`src/rtl/serial_subtractor.sv`:
```
// Bit-serial a - b - borrow_in, LSB first, one bit per clk; done pulses WIDTH+1 cycles after an accepted start.
// No backpressure: start is taken only in IDLE or DONE and ignored while busy; results hold until the next completion.
module serial_subtractor #(
   parameter int WIDTH = 32
) (
   input  logic             clk,
   input  logic             rst_n,
   input  logic             start,
   input  logic [WIDTH-1:0] a,
   input  logic [WIDTH-1:0] b,
   input  logic             borrow_in,
   output logic             busy,
   output logic             done,
   output logic [WIDTH-1:0] diff,
   output logic             borrow_out,
   output logic             overflow,
   output logic             zero
);

   localparam int CW = $clog2(WIDTH);
   localparam logic [CW-1:0] LAST = CW'(WIDTH - 1);

   typedef enum logic [1:0] {
      S_IDLE  = 2'd0,
      S_SHIFT = 2'd1,
      S_DONE  = 2'd2
   } state_e;

   state_e           state_q, state_d;
   logic [WIDTH-1:0] a_sr_q, a_sr_d;
   logic [WIDTH-1:0] b_sr_q, b_sr_d;
   logic [WIDTH-1:0] res_sr_q, res_sr_d;
   logic [CW-1:0]    cnt_q, cnt_d;
   logic             br_q, br_d;
   logic             a_msb_q, a_msb_d;
   logic             b_msb_q, b_msb_d;
   logic [WIDTH-1:0] diff_q, diff_d;
   logic             borrow_out_q, borrow_out_d;
   logic             overflow_q, overflow_d;
   logic             zero_q, zero_d;

   logic             ai, bi, di, br_nx;
   logic [WIDTH-1:0] res_nx;

   always_comb begin
      state_d      = state_q;
      a_sr_d       = a_sr_q;
      b_sr_d       = b_sr_q;
      res_sr_d     = res_sr_q;
      cnt_d        = cnt_q;
      br_d         = br_q;
      a_msb_d      = a_msb_q;
      b_msb_d      = b_msb_q;
      diff_d       = diff_q;
      borrow_out_d = borrow_out_q;
      overflow_d   = overflow_q;
      zero_d       = zero_q;

      ai     = a_sr_q[0];
      bi     = b_sr_q[0];
      di     = ai ^ bi ^ br_q;
      br_nx  = (~ai & bi) | (~(ai ^ bi) & br_q);
      res_nx = {di, res_sr_q[WIDTH-1:1]};

      case (state_q)
         S_IDLE, S_DONE: begin
            state_d = S_IDLE;
            if (start) begin
               state_d = S_SHIFT;
               a_sr_d  = a;
               b_sr_d  = b;
               br_d    = borrow_in;
               cnt_d   = '0;
               a_msb_d = a[WIDTH-1];
               b_msb_d = b[WIDTH-1];
            end
         end
         S_SHIFT: begin
            a_sr_d   = a_sr_q >> 1;
            b_sr_d   = b_sr_q >> 1;
            res_sr_d = res_nx;
            br_d     = br_nx;
            cnt_d    = cnt_q + CW'(1);
            // Final bit: publish the whole result at once so diff never shows partial bits.
            if (cnt_q == LAST) begin
               state_d      = S_DONE;
               diff_d       = res_nx;
               borrow_out_d = br_nx;
               overflow_d   = (a_msb_q != b_msb_q) && (res_nx[WIDTH-1] != a_msb_q);
               zero_d       = ~|res_nx;
            end
         end
         default: state_d = S_IDLE;
      endcase
   end

   always_ff @(posedge clk or negedge rst_n) begin
      if (!rst_n) begin
         state_q      <= S_IDLE;
         a_sr_q       <= '0;
         b_sr_q       <= '0;
         res_sr_q     <= '0;
         cnt_q        <= '0;
         br_q         <= 1'b0;
         a_msb_q      <= 1'b0;
         b_msb_q      <= 1'b0;
         diff_q       <= '0;
         borrow_out_q <= 1'b0;
         overflow_q   <= 1'b0;
         zero_q       <= 1'b0;
      end else begin
         state_q      <= state_d;
         a_sr_q       <= a_sr_d;
         b_sr_q       <= b_sr_d;
         res_sr_q     <= res_sr_d;
         cnt_q        <= cnt_d;
         br_q         <= br_d;
         a_msb_q      <= a_msb_d;
         b_msb_q      <= b_msb_d;
         diff_q       <= diff_d;
         borrow_out_q <= borrow_out_d;
         overflow_q   <= overflow_d;
         zero_q       <= zero_d;
      end
   end

   assign busy       = (state_q == S_SHIFT);
   assign done       = (state_q == S_DONE);
   assign diff       = diff_q;
   assign borrow_out = borrow_out_q;
   assign overflow   = overflow_q;
   assign zero       = zero_q;

endmodule

```
`config.mk`:
```
export PLATFORM = sky130hd
export DESIGN_NAME = serial_subtractor
export DESIGN_NICKNAME = d
export VERILOG_FILES = /design/src/rtl/serial_subtractor.sv
export SDC_FILE = /design/constraint.sdc
export NUM_CORES = 1
export LEC_CHECK = 0
export CAP_MARGIN = 40
export CORE_MARGIN = 3
export CORE_UTILIZATION = 50
export CTS_BUF_LIST = sky130_fd_sc_hd__clkbuf_2
export CTS_CLUSTER_DIAMETER = 60
export CTS_CLUSTER_SIZE = 30
export DETAILED_ROUTE_END_ITERATION = 12
export PLACE_DENSITY = 0.77
export SYNTH_ARGS = -nofsm -noshare
export SYNTH_HDL_FRONTEND = slang
export SYNTH_SLANG_ARGS = --single-unit
```
`constraint.sdc`:
```
create_clock -name clk -period 3.1 [get_ports clk]
set_input_delay 0.62 -clock clk [delete_from_list [all_inputs] [get_ports clk]]
set_output_delay 0.62 -clock clk [all_outputs]
set_load 0.05 [all_outputs]
```
# [Word-level counts from Yosys, hierarchy flattened]
# Cells that the tools add are included.
[word_totals] reg_bits=141 output_inout_bits=37 elab_cells=47
[classes] n_addsub=1 eq_ne=7 muxes=11 bitwise=7 reduce_logical=9
[ops] operator="$pmux 32 s2" count=2
[ops] operator="$mux 32" count=2
[ops] operator="$reduce_or 32->1" count=1
[ops] operator="$pmux 5 s2" count=1
[ops] operator="$reduce_and 2->1" count=3
[ops] operator="$add 5x1->5 const B" count=1
[ops] operator="$eq 5x5->1 const B" count=1
[ops] operator="$mux 5" count=1
[ops] operator="$pmux 2 s2" count=1
[ops] operator="$and 1x1->1" count=2
[ops] operator="$eq 2x1->1 const B" count=1
[ops] operator="$eq 2x2->1 const B" count=1
[ops] operator="$logic_not 2->1" count=1
[ops] operator="$mux 1" count=2
[ops] operator="$mux 2" count=1
[ops] operator="$ne 1x1->1" count=2
[ops] operator="$ne 2x1->1 const B" count=1
[ops] operator="$ne 2x2->1 const B" count=1
[ops] operator="$not 1->1" count=2
[ops] operator="$pmux 1 s2" count=1
[ops] operator="$reduce_bool 2->1" count=1
[ops] operator="$reduce_or 2->1" count=1
[ops] operator="$xor 1x1->1" count=2
[ops] operator="$logic_and 1x1->1" count=1
[ops] operator="other kinds (2)" count=2

# [Longest topological paths before layout]
# Gate-level depths: netlist of run 1.
[depth] word_depth=5 ltp_mapped=8 depth_no_buf=6

# [Worst setup path after synthesis of run 1]
# No wires, ideal clock.
[synth_path] path_type="flip-flop to flip-flop" startpoint="register cnt_q[0]" endpoint="register diff_q[28] (netlist: diff[28])" setup_ns=0.128 arrival_time_ns=1.708 required_ns=2.972 path_slack_ns=1.264 path_stages_with_launch=8 cell_sequence="dfrtp_1 ha_1 and3_1 ha_1 nand3b_1 buf_2 buf_6 mux2_1"
[synth_via] elab_chain_len=2
[synth_lines] element="from (decl)" line_no="33" text="logic [CW-1:0] cnt_q, cnt_d;"
[synth_lines] element="from (signal assigned)" line_no="116" text="cnt_q <= cnt_d;"
[synth_lines] element="$eq 5x5->1" line_no="85" text="if (cnt_q == LAST) begin"
[synth_lines] element="$reduce_and 2->1 (no source line)"
[synth_lines] element="to (signal assigned)" line_no="120" text="diff_q <= diff_d;"
[synth_lines] element="to (decl)" line_no="37" text="logic [WIDTH-1:0] diff_q, diff_d;"
# Every way passes these cells.
# A chain may end at the register's enable or synchronous reset.

# [Worst setup path after layout of run 1]
[layout_path] startpoint="register state_q[0]" endpoint="output port done"
[layout_via] elab_chain_len=1
[layout_lines] element="from (decl)" line_no="29" text="state_e state_q, state_d;"
[layout_lines] element="from (signal assigned)" line_no="112" text="state_q <= state_d;"
[layout_lines] element="$eq 2x2->1" line_no="128" text="assign done = (state_q == S_DONE);"
[layout_lines] element="to (decl)" line_no="13" text="output logic done,"
# Every way passes these cells.

==> results of run 1 <==
## layer usage
metal  up-vias  track usage
li1       2078            -
met1      2184       0.2894
met2       125       0.3266
met3        13      0.04652
met4         0      0.04567
met5         -            0
## where the power goes
part,internal (mW),switching (mW)
registers,2.56,0.515
logic,1.14,1.75
clock network,0.448,0.634
total,4.15,2.90
## final cells by class
type | count | area, um2 | share of cell area
flip-flops and latches | 140 | 3503 | 0.4867
clock inverters | 12 | 147.6 | 0.02051
repair buffers | 117 | 1197 | 0.1663
well taps | 140 | 175.2 | 0.02434
clock buffers | 19 | 95.09 | 0.01321
inverters | 4 | 17.52 | 0.002434
multi-input cells | 360 | 2062 | 0.2865
## registers in the layout, indices dropped and copies added, names as in the netlist
signal / flops
overflow: 1
diff: 32
zero: 1
b_sr_q: 32
cnt_q: 5
b_msb_q: 1
state_q: 2
br_q: 1
a_msb_q: 1
a_sr_q: 32
res_sr_q: 31
borrow_out: 1
## layout by cell type (no fill, tap or decap), drive strengths merged, types with 4 or more instances in the layout
master,count
o21ai,4
nand2,164
buf,14
a22oi,61
mux2,32
dfrtp,140
inv,5
clkinv,7
clkbuf,19
clkdlybuf4s50,102
a22o,4
nand3,62
nor4,8
## critical path, stage by stage (launching register included)
cell and delay (ns):
dfrtp_1 0.52, nor2b_1 0.15, clkdlybuf4s50_1 0.84
## metrics by stage
| step | power [mW] | instances | utilization |
|---|---|---|---|
| global route | 7.571 | 792 | 0.6526 |
| global placement | 5.840 | 759 | 0.6272 |
| detailed placement | 6.030 | 760 | 0.6297 |
| CTS | 7.106 | 792 | 0.6526 |
| finish | 7.045 | 792 | 0.6526 |
| floorplan | 5.061 | 544 | - |
## what timing repair did
item | in CTS | in global routing
hold buffers | 1 | 0
endpoints found under the setup margin | 0 | 0
endpoints found under the hold margin | 33 | 0
## logic make-up (layout without fill, tap and decap cells)
| logic type | after synthesis | count (layout) | synth area share |
|---|---|---|---|
| buf+inv | 44 | 152 | 0.03693 |
| simple gates | 249 | 249 | 0.1851 |
| mux | 34 | 34 | 0.06603 |
| flops | 140 | 140 | 0.6082 |
| compound gates | 74 | 74 | 0.09600 |
| fa+ha+maj | 3 | 3 | 0.007819 |
## worst min-delay path by stage
stage               startpoint   endpoint  depth (start not counted)
floorplan                rst_n    a_msb_q                          0
global placement      cnt_q[3]   cnt_q[3]                          1
detailed placement    cnt_q[3]   cnt_q[3]                          1
CTS                   cnt_q[3]   cnt_q[3]                          1
global route              b[9]  b_sr_q[9]                          3
finish                cnt_q[3]   cnt_q[3]                          1
==> impl_metrics.yaml, run 1 <==
drt:
  drc: 0
  antenna_left: 0
  dr.pass1.iters: 6
  wl_met1_um: 5423
  vias: 4400
  drt_wl_total_um: 12480
  met2_length_um: 6186
  top_layer_used: "met4"
  dr.first_iter.drc_count: 308
  vias_per_cell: 5.556
  route.met3.wl_um: 746
  avgRoutedWirePerCell_um: 15.75
synth:
  syn_area_mm2: 0.005761
  synth.distinct_cells: 31
  ys_ff_latch: 140
  yosys-top-cells-area: "dfrtp_1 61%, nand2_1 11%, a22oi_1 7.9%"
  ys_seq_area_frac: 0.6082
  synth_nets: 615
  yosysWarnings: 0
  synth_top_cell_area_share: 0.6082
  netlist_instances: 544
  synth_area_leader_cell: "dfrtp_1"
  synth.most_common_cell: "nand2_1"
  syn_avg_cell_area_um2: 10.59
  synthArstFlopShare: 1.000
  synth_edf_count: 0
  synth_ff_type: "dfrtp_1"
  synthTopCellsByCount: "164 x nand2_1, 140 x dfrtp_1, 62 x nand3_1"
placement:
  dpl_cell_area_mm2: 0.006945
  hpwl_um: 8458
  gp_congestion: 0.7692
  pre_cts_slack_ns: 0.9122
  portBuffers: 104
cells_and_area:
  drive_above_1_share: 0.1181
  syn_to_final_growth_pct: 24.96
  antenna_cells_inserted: 0
  fillers: 902
  fin_area_mm2: 0.007198
  nets: 711
critical_path:
  startpoint: "state_q[0]"
  r2r-start: "cnt_q[0]"
  path_class: "reg2out"
  ff2ff_path_depth: 6
  crit_end: "done"
  endpoint_kind: "output port"
  r2r_end: "diff[25]"
  cp.required_ns: 2.48
  critPathMaxFanout: 5
  crit_arrival_ns: 2.13
  reg2reg_setup_slack_ns: 0.98
  cp-start-kind: "flip-flop"
clock_tree:
  cts_buffers: 17
  ctsResizeCount: 0
  cts_tree: "yes"
  h-tree-depth: 4
  cts_root_buf: "clkbuf_2"
  insertion_delay_ns: 0.64
  cts_sinks: 140
  cts_setup_buffers: 0
  clk_path_buf_depth: 2
  path_clk_slew_ns: 0.18
status:
  status: "complete, no violations"
power_and_ir_drop:
  power.density_mw_per_mm2: 978.7
  ir_drop_mv: 0.6795
  leakagePower_nw: 3.450
min_path:
  hold_class: "reg2reg"
die:
  rows: 38
  initial_core_util: 0.5222
  coreArea_mm2: 0.01103
  die_w_um: 113.3
  die_y_um: 113.3
  num_io_pins: 105
  die_area_mm2: 0.01284
sta:
  fin_ws_ns: 0.3534
  tightestPinTransition_ns: 0.7341
  maxSlewHeadroom: 0.5106
  final_max_slew_viol_count: 0
  fin_tns_setup_ns: 0
  hold_violations: 0
  setup_violations: 0
  fmax_mhz: 364.1
  finalCritPeriodShare: 0.8860
  whs_ns: 0.4954
  min_period_ns: 2.747
  rsz0062_at_grt: "no"
  fin_skew_ns: 0.02911
global_routing:
  grt_usage: 0.2046
  grt_max_degree: 83
  grt_pass1_vias: 4370
  antenna_found_initial: 0
  grt-ovfl-total: 0
  grt_pass1_wl_um: 21400
run:
  maxCapViolations: 0
Power figures use the tool's default switching activity.
==> run 2: changes to the inputs <==
CORE_MARGIN = default   (was 3)
==> run 2 against run 1 <==
Net effect:
- sequential share of layout area grew 0.18 points
- clock-buffer cell count fell by 2
- utilization down 0.24 points
- clock power shrank 5%
- hold slack better by 0.0095 ns
- global-route usage is 1.5 points higher
- die area decreased by 6.9%
- sequential cell count stayed put
- sequential power hardly changed
- combinational power is essentially flat
- register-to-register slack barely moved
- final cell count down 0.13%
==> impl_metrics.yaml, run 2 (synthesized netlist as in run 1, its figures left out) <==
status:
  status: "complete, no violations"
clock_tree:
  cts_buffers: 17
  path_clk_slew_ns: 0.18
  insertion_delay_ns: 0.67
  h-tree-depth: 4
  cts_root_buf: "clkbuf_2"
  cts_setup_buffers: 0
  cts_sinks: 140
  cts_tree: "yes"
  clk_path_buf_depth: 2
  ctsResizeCount: 0
sta:
  setup_violations: 0
  maxSlewHeadroom: 0.5222
  tightestPinTransition_ns: 0.7167
  rsz0062_at_grt: "no"
  fin_tns_setup_ns: 0
  hold_violations: 0
  fmax_mhz: 360.5
  final_max_slew_viol_count: 0
  fin_skew_ns: 0.04209
  min_period_ns: 2.774
  finalCritPeriodShare: 0.8949
global_routing:
  grt_usage: 0.2200
  grt_max_degree: 80
  grt_pass1_wl_um: 20340
  grt-ovfl-total: 0
  antenna_found_initial: 0
  grt_pass1_vias: 4284
critical_path:
  path_class: "reg2out"
  cp-start-kind: "flip-flop"
  endpoint_kind: "output port"
  crit_arrival_ns: 2.15
  r2r-start: "cnt_q[0]"
  ff2ff_path_depth: 6
  cp.required_ns: 2.48
  critPathMaxFanout: 5
  reg2reg_setup_slack_ns: 0.97
  r2r_end: "diff[31]"
placement:
  dp_cells: 758
  hpwl_um: 8164
  gp_congestion: 0.7357
  portBuffers: 104
die:
  rows: 38
  coreArea_mm2: 0.01103
  die_y_um: 109.3
  num_io_pins: 105
  initial_core_util: 0.5222
  die_area_mm2: 0.01195
  die_w_um: 109.3
power_and_ir_drop:
  power.density_mw_per_mm2: 974.8
  ir_drop_mv: 0.6773
  leakagePower_nw: 3.417
min_path:
  hold_depth: 1
  hold_class: "reg2reg"
  hold_start: "cnt_q[3]"
  whs_endpoint: "cnt_q[3]"
drt:
  drc: 0
  dr.first_iter.drc_count: 306
  antenna_left: 0
  dr.pass1.iters: 5
  vias: 4429
  drt_wl_total_um: 12300
  avgRoutedWirePerCell_um: 15.55
  vias_per_cell: 5.599
cells_and_area:
  antenna_cells_inserted: 0
  drive_above_1_share: 0.1137
  final_common_cell: "nand2_1"
  syn_to_final_growth_pct: 24.50
  layout.cells.non_filler: 791
  nets: 709
  final_cell_mix: "164 x nand2_1, 140 x dfrtp_1, 102 x clkdlybuf4s50_1"
run:
  maxCapViolations: 0
## run 2: cell count changes in the layout (fill, tap and decap cells not counted), moves of 2 or more
cell        before  now
buf_4            9    7
clkbuf_2        19   17
clkinv_1         1    3
clkinv_2         4    2
clkinvlp_4       1    4
inv_6            1    3
## run 2: cell type report
| cell class | count | area (um2) |
|---|---|---|
| clock buffers | 17 | 85.08 |
| clock inverters | 15 | 146.4 |
| flip-flops and latches | 140 | 3503 |
| multi-input cells | 360 | 2062 |
| repair buffers | 115 | 1182 |
| fillers | 894 | 3859 |
| inverters | 4 | 17.52 |
| well taps | 140 | 175.2 |
## run 2: metal layers
metal | share of wire | up-vias | global-route usage
met3 | 0.054 | 18 | 0.05276
li1 | - | 2083 | -
met4 | 0.013 | 0 | 0.07048
met5 | 0 | - | 0
met2 | 0.49 | 142 | 0.3661
met1 | 0.44 | 2186 | 0.2852
## run 2: through the flow
step                utilization  hold slack, ns  worst slack [ns]  area, um2  total power [mW]
CTS                      0.6502          0.4706            0.2792       7172             7.030
floorplan                     -          0.3244             1.264       5761             5.061
global route             0.6502          0.4714            0.2354       7172             7.455
global placement         0.6258          0.4560            0.8384       6903             5.810
finish                   0.6502          0.5049            0.3257       7172             6.991
detailed placement       0.6283          0.4788            0.8211       6930             6.009
## run 2: power breakdown
group          internal, mW  leakage [nW]  switching, mW  total, mW
logic                  1.13          1.52           1.75       2.88
registers              2.56          1.76          0.511       3.08
clock network         0.365         0.130          0.669       1.03
total                  4.06          3.42           2.93       6.99
## run 2: critical path, cell delays in order (launching register included)
cell	delay, ns
dfrtp_1	0.52
nor2b_1	0.14
clkdlybuf4s50_1	0.85
## run 2: worst max path at each step
stage / startpoint / end / slack (ns) / depth (start not counted)
6_report: state_q[0] / done / 0.33 / 2
5_1_grt: state_q[0] / done / 0.24 / 2
4_1_cts: state_q[0] / done / 0.28 / 2
3_5_place_dp: start / a_sr_q[21] / 0.82 / 5
3_3_place_gp: start / cnt_q[2] / 0.84 / 5
2_1_floorplan: cnt_q[0] / diff[28] / 1.26 / 7
## run 2: what timing repair did
item	CTS	global route
endpoints found under the hold margin	77	0
setup endpoints to repair	0	0
hold buffers	1	0
